<file path="config.mk">
export PLATFORM = sky130hd
export DESIGN_NAME = keypad_scanner
export DESIGN_NICKNAME = d
export VERILOG_FILES = /design/src/rtl/keypad_pkg.sv /design/src/rtl/key_event_fifo.sv /design/src/rtl/keypad_scanner.sv
export SDC_FILE = /design/constraint.sdc
export NUM_CORES = 1
export LEC_CHECK = 0
export CORE_AREA = 2 2 101 152
export CTS_CLUSTER_DIAMETER = 100
export CTS_CLUSTER_SIZE = 25
export DETAILED_ROUTE_END_ITERATION = 10
export DIE_AREA = 0 0 103 154
export PLACE_DENSITY = 0.64
export SYNTH_ARGS = -nofsm -noshare
export SYNTH_HDL_FRONTEND = slang
export SYNTH_SLANG_ARGS = --single-unit
</file>
<file path="constraint.sdc">
create_clock -name iwClk -period 4.9 [get_ports iwClk]
set_input_delay 1.47 -clock iwClk [delete_from_list [all_inputs] [get_ports iwClk]]
set_output_delay 1.47 -clock iwClk [all_outputs]
set_load 0.01 [all_outputs]
</file>
<file path="src/rtl/keypad_pkg.sv">
// rtl/keypad_pkg.sv - shared constants, event layout and helpers for the keypad scanner
package keypad_pkg;

  localparam int KEY_CODE_W = 4;
  localparam int EVT_W      = 5;
  localparam int FIFO_DEPTH = 4;

  // Event word layout: {code[3:0], press}
  localparam int EVT_PRESS_BIT = 0;
  localparam int EVT_CODE_LSB  = 1;

  // Scanner FSM encoding
  localparam logic [0:0] ST_SETTLE = 1'b0;
  localparam logic [0:0] ST_UPDATE = 1'b1;

  typedef logic [EVT_W-1:0] evt_t;

  // Active-low one-hot column drive for column c
  function automatic logic [3:0] col_drive_n(input logic [1:0] c);
    col_drive_n = ~(4'b0001 << c);
  endfunction

  // Pack a key code and press flag into an event word
  function automatic evt_t pack_event(input logic [KEY_CODE_W-1:0] code, input logic press);
    evt_t e;
    e = '0;
    e[EVT_CODE_LSB +: KEY_CODE_W] = code;
    e[EVT_PRESS_BIT] = press;
    pack_event = e;
  endfunction

endpackage

</file>
<file path="src/rtl/key_event_fifo.sv">
// rtl/key_event_fifo.sv - 4-entry show-ahead event queue with full/empty/drop flags
module key_event_fifo
  import keypad_pkg::*;
(
  input  logic clk,
  input  logic rst,
  input  logic push,
  input  evt_t push_data,
  input  logic pop,
  output evt_t head,
  output logic full,
  output logic empty,
  output logic drop
);

  localparam int PTR_W = $clog2(FIFO_DEPTH);
  localparam logic [PTR_W:0] DEPTH_CNT = (PTR_W+1)'(FIFO_DEPTH);

  evt_t             mem [FIFO_DEPTH];
  logic [PTR_W-1:0] wr_ptr;
  logic [PTR_W-1:0] rd_ptr;
  logic [PTR_W:0]   count;
  logic             push_ok;
  logic             pop_ok;

  // Fullness is judged on start-of-cycle occupancy, so a simultaneous pop
  // never rescues a push into a full queue.
  assign full    = (count == DEPTH_CNT);
  assign empty   = (count == '0);
  assign push_ok = push && !full;
  assign pop_ok  = pop && !empty;
  assign drop    = push && full;
  assign head    = mem[rd_ptr];

  // Storage write; contents need no reset since count gates visibility
  always_ff @(posedge clk) begin
    if (push_ok) begin
      mem[wr_ptr] <= push_data;
    end
  end

  // Pointer and occupancy bookkeeping
  always_ff @(posedge clk) begin
    if (rst) begin
      wr_ptr <= '0;
      rd_ptr <= '0;
      count  <= '0;
    end else begin
      if (push_ok) begin
        wr_ptr <= wr_ptr + 1'b1;
      end
      if (pop_ok) begin
        rd_ptr <= rd_ptr + 1'b1;
      end
      case ({push_ok, pop_ok})
        2'b10:   count <= count + 1'b1;
        2'b01:   count <= count - 1'b1;
        default: count <= count;
      endcase
    end
  end

endmodule

</file>
<file path="src/rtl/keypad_scanner.sv">
// rtl/keypad_scanner.sv - 4x4 matrix keypad scanner with per-key debounce and event queue
module keypad_scanner
  import keypad_pkg::*;
#(
  parameter int pSettleCycles = 1000,
  parameter int pSampleScans  = 4
) (
  input  logic        iwClk,
  input  logic        iwRst,
  output logic [3:0]  orColN,
  input  logic [3:0]  iwRowN,
  output logic        orEvtValid,
  output logic [3:0]  owEvtCode,
  output logic        owEvtPress,
  input  logic        iwEvtReady,
  output logic        orOverflow,
  input  logic        iwOverflowClr,
  output logic [15:0] owKeyState
);

  localparam int SETTLE_W = $clog2(pSettleCycles);
  localparam logic [SETTLE_W-1:0] SETTLE_LAST   = SETTLE_W'(pSettleCycles - 1);
  localparam logic [3:0]          SAMPLE_TARGET = 4'(pSampleScans);

  logic [3:0]          row_meta;
  logic [3:0]          row_sync;
  logic [3:0]          sample;
  logic [0:0]          state;
  logic [1:0]          col;
  logic [1:0]          row_idx;
  logic [SETTLE_W-1:0] settle_cnt;
  logic [3:0]          key_cnt [16];
  logic [15:0]         key_state;

  logic [3:0] key_idx;
  logic       raw;
  logic [3:0] cnt_next;
  logic       differ;
  logic       in_update;
  logic       evt_push;
  evt_t       evt_data;
  evt_t       fifo_head;
  logic       fifo_full;
  logic       fifo_empty;
  logic       fifo_drop;
  logic       unused_fifo_full;

  // Current key under evaluation: code = row*4 + col
  assign key_idx   = {row_idx, col};
  assign raw       = ~sample[row_idx];
  assign cnt_next  = key_cnt[key_idx] + 4'd1;
  assign differ    = (raw != key_state[key_idx]);
  assign in_update = (state == ST_UPDATE);
  assign evt_push  = in_update && differ && (cnt_next == SAMPLE_TARGET);
  assign evt_data  = pack_event(key_idx, raw);

  // Drop already captures the full-while-pushing case
  assign unused_fifo_full = fifo_full;

  // Two-flop synchronizer for the asynchronous row lines
  always_ff @(posedge iwClk) begin
    if (iwRst) begin
      row_meta <= 4'hF;
      row_sync <= 4'hF;
    end else begin
      row_meta <= iwRowN;
      row_sync <= row_meta;
    end
  end

  // Column sequencer: settle, sample all rows, then walk the four rows
  always_ff @(posedge iwClk) begin
    if (iwRst) begin
      state      <= ST_SETTLE;
      col        <= 2'd0;
      row_idx    <= 2'd0;
      settle_cnt <= '0;
      sample     <= 4'hF;
      orColN     <= col_drive_n(2'd0);
    end else begin
      case (state)
        ST_SETTLE: begin
          if (settle_cnt == SETTLE_LAST) begin
            sample     <= row_sync;
            settle_cnt <= '0;
            row_idx    <= 2'd0;
            state      <= ST_UPDATE;
          end else begin
            settle_cnt <= settle_cnt + 1'b1;
          end
        end
        default: begin
          if (row_idx == 2'd3) begin
            col    <= col + 2'd1;
            orColN <= col_drive_n(col + 2'd1);
            state  <= ST_SETTLE;
          end else begin
            row_idx <= row_idx + 2'd1;
          end
        end
      endcase
    end
  end

  // Per-key debounce: a run of disagreeing scans flips the debounced state
  always_ff @(posedge iwClk) begin
    if (iwRst) begin
      for (int k = 0; k < 16; k++) begin
        key_cnt[k] <= 4'd0;
      end
      key_state <= 16'h0000;
    end else if (in_update) begin
      if (!differ) begin
        key_cnt[key_idx] <= 4'd0;
      end else if (cnt_next == SAMPLE_TARGET) begin
        key_state[key_idx] <= raw;
        key_cnt[key_idx]   <= 4'd0;
      end else begin
        key_cnt[key_idx] <= cnt_next;
      end
    end
  end

  // Sticky overflow; a drop in the same cycle wins over clear
  always_ff @(posedge iwClk) begin
    if (iwRst) begin
      orOverflow <= 1'b0;
    end else if (fifo_drop) begin
      orOverflow <= 1'b1;
    end else if (iwOverflowClr) begin
      orOverflow <= 1'b0;
    end
  end

  key_event_fifo u_fifo (
    .clk       (iwClk),
    .rst       (iwRst),
    .push      (evt_push),
    .push_data (evt_data),
    .pop       (iwEvtReady),
    .head      (fifo_head),
    .full      (fifo_full),
    .empty     (fifo_empty),
    .drop      (fifo_drop)
  );

  assign orEvtValid = !fifo_empty;
  assign owEvtCode  = fifo_head[EVT_CODE_LSB +: KEY_CODE_W];
  assign owEvtPress = fifo_head[EVT_PRESS_BIT];
  assign owKeyState = key_state;

endmodule
</file>
==> impl_results.md <==
- Min-delay worst type: flip-flop to flip-flop
- Yosys warning count: 0
- DP Area: 6970 um2
- Period utilization: 85.9%
- WP buf/inv: 3
- Cts repair resizes: 0
- Clk slew on worst S/H paths: 60 ps
- Worst Skew: 8.94 ps
- CP Capture Type: flip-flop
- Cell family with most CP delay: multiplexers
- Top post-synthesis cells by area: edfxtp_1 39%, dfxtp_1 18%, mux4_2 8.0%
- Status: finished clean
- Initial core utilization: 44.7%
- Leakage Power: 2.46 nW
- IO buf count: 34
- Setup Buffers After CTS: 0
- DIE WIDTH: 103 um
- Longest Clk Path Bufs: 2
- Sequential share of the synthesized area: 56.7%
- Core area: 14,500 um2
- First-pass GRT wire length: 24,100 um
- Peak Freq: 238 MHz
- Final setup fails: 0
- Initial DRT Pass Iterations: 5
- Synth area leader: edfxtp_1
- Total clock buffers created by CTS: 17
- EDFF count, synth: 84
- Layout area overhead: 16.6%
- Std-Cell Rows: 54
- Final nets: 588
- Unrepaired setup endpoints after global routing: false
- Register area: 3660 um2
- Initial antenna violation count: 0
- Setup_tns: 0 ps
- Crit path time final: 4210 ps
- Worst VDD drop: 0.213 mV
- Post-Layout Inst Area: 7530 um2
- Detail Placement HPWL: 11,100 um
- Sw Share: 22.1%
- Post-layout util: 52.1%
- Yosys top cell area share: 39.0%
- Max-cap viol count: 0
- Slowest cell delay on critical path: 750 ps
- Routed len/inst: 20.0 um
- Post-Syn Area: 6460 um2
- Worst slew pin tran: 747 ps
- Final GP Congestion: 0.882
- Register share of total power: 50.0%
- Crit Path Category: flip-flop to flip-flop
- Worst reg-to-reg path cell count: 13
- Most used cell, CP: inv_1
- Worst r2r src: col[0]$_SDFFE_PP0P_
- Psw: 0.567 mW
- Die H: 154 um
- Ys flop type: edfxtp_1
- Final Hold Slack: 405 ps
- Largest net degree at the start of global routing: 43
- Hold path startpoint: row_meta[2]$_SDFF_PP1_
- DR vias/cell: 5.76
- Total Routing Usage GR: 20.6%
- Avg Cell Area, Syn: 12.0 um2
- Final Hold Violating Endpoints: 0
- Slew headroom: 50.1%
- Startpoint Class: flip-flop
- Insertion delay to the later sink of the worst-skew pair: 420 ps
- H-tree levels: 4
- Post-DRT Antenna Nets: 0
- Clk sinks: 141
- Slew Limit Fails: 0
- Root buffer cell: clkbuf_16
- CP Data Arrival Time: 4560 ps
- Synthesized netlist cell count: 539
- Hold endpoint: row_sync[2]$_SDFF_PP1_
- Post-Route WL: 15,400 um
- Die area: 15,900 um2
- Antenna Cells: 0
- Hold_buf cts: 0
- P_int: 2.00 mW
- Synth unique cells: 49
- Area of the multi-input gates: 2550 um2
- Total gr overflow: 0
- Critical Path, Cell by Cell: mux4_2 > mux4_2 > ha_1 > inv_1 > nor4_4 > and4_1 > inv_1 > ha_1 > inv_1 > fa_1 > xor2_1 > or3_1 > a21oi_1
- Crit path max fanout: 18
- Fraction of layout cells with a size suffix above 1: 13.5%
- R2r setup slk: 690 ps
- Vias in the first global route: 4,450
- Syn Nets: 564
- Worst Path Required: 5250 ps
- Clock share of power: 47.5%
- FF+latch count, synth: 141
- Vias: 4,444
- 1st-iter DRT viols: 287
- Drt drc: 0
- Worst path slowest cell: dfxtp_1
- Fill cells: 1,272
- RR Endpoint: u_fifo.count[2]$_SDFFE_PP0P_
- Synth async-reset ratio: 0%
- Comb pwr share: 2.5%
- CTS tree: yes
- Total power per unit cell area: 341 nW/um2
- Worst Hold Depth: 1
- # IOs: 35
## worst reg2reg max path, delay by kind of cell (launching register included)
kind | cells | cell delay (ps)
buffers and inverters | 3 | 280
muxes | 2 | 1290
and+or+nand+nor | 3 | 650
AOI/OAI and AO/OA | 1 | 130
DFF | 1 | 750
adders and majority gates | 3 | 880
xor gates and xnor gates | 1 | 150
## power groups by stage
stage / registers, mW / clock network [mW] / logic [mW]
2_1_floorplan: 1.30 / 0 / 0.0416
3_3_place_gp: 1.31 / 0 / 0.0621
3_5_place_dp: 1.31 / 0 / 0.0636
4_1_cts: 1.28 / 1.24 / 0.0637
5_1_grt: 1.29 / 1.29 / 0.0689
6_report: 1.28 / 1.22 / 0.0631
## cell usage in the layout, fill, tap and decap left out, types with 5 or more instances in the layout
master           instances
nor2_1                  39
a21oi_1                 20
inv_6                    6
nand2_1                 55
o21ai_0                  7
inv_1                   16
ha_1                    16
o41ai_1                  9
edfxtp_1                84
xor2_1                   9
buf_4                   14
nor3_1                  50
mux4_1                   6
dfxtp_1                 57
clkbuf_16               17
or2_2                    8
xnor2_1                  6
nand4_1                 13
clkdlybuf4s50_1         34
mux2i_1                  9
nor2b_1                  5
and2_1                  13
nand3_1                 12
mux4_2                  23
## cell type report
class	count	share of cell area (%)
sequential	141	48.6
multi-input combinational	338	33.9
timing repair buffer	48	5.91
clock buffer	17	5.65
tap	196	3.26
clock inverter	15	1.79
inverter	17	0.847
## registers in the layout, indices dropped and copies added, names as in the netlist, 3 cells and up, named ones only
register      count
sample            4
owKeyState       16
settle_cnt       10
row_meta          4
key_cnt          64
row_sync          4
u_fifo.count      3
orColN            4
u_fifo.mem       20
## worst max path at each step
stage,from,to,slack (ps),cells past startpoint
floorplan,col[0]$_SDFFE_PP0P_,u_fifo.count[2]$_SDFFE_PP0P_,440,18
global placement,col[0]$_SDFFE_PP0P_,u_fifo.count[2]$_SDFFE_PP0P_,730,13
detailed placement,col[0]$_SDFFE_PP0P_,u_fifo.count[2]$_SDFFE_PP0P_,670,13
CTS,col[0]$_SDFFE_PP0P_,u_fifo.count[2]$_SDFFE_PP0P_,660,13
global route,col[0]$_SDFFE_PP0P_,u_fifo.count[2]$_SDFFE_PP0P_,380,13
finish,col[0]$_SDFFE_PP0P_,u_fifo.count[2]$_SDFFE_PP0P_,690,13
## kinds of logic after synthesis
group                    Yosys count  share of synthesized area, %
AND/OR/NAND/NOR                  209                          15.9
flip-flops                       141                          56.7
buffers and inverters             60                          3.76
AO/OA/AOI/OAI                     57                          5.96
multiplexers                      40                          12.2
adder cells (fa/ha/maj)           17                          3.41
XOR/XNOR                          15                          2.03
## layer usage
layer	GRT usage (%)	up-vias	part of all wire, %
li1	-	2052	-
met1	22.4	2185	36
met2	36.9	161	54
met3	4.68	46	5.5
met4	9.65	0	3.9
met5	0	-	0
## Yosys cell counts (all sizes together) (5+ instances only)
cell and count:
xor2 9, mux2i 9, nor2b 5, nand4 13, xnor2 6, edfxtp 84, o21ai 8, nand3 12
mux4 29, inv 16, and2 13, buf 12, nor2 39, dfxtp 57, ha 16, nor3 50
clkbuf 31, nand2 55, a21oi 20, or2 8, o41ai 9
## stage by stage
stage / setup WS, ps / total power, mW / cells
floorplan: 438 / 1.35 / 539
global placement: 727 / 1.37 / 740
detailed placement: 673 / 1.37 / 740
CTS: 659 / 2.58 / 772
global route: 385 / 2.64 / 772
finish: 691 / 2.57 / 772
(Power assumes the default switching activity.)
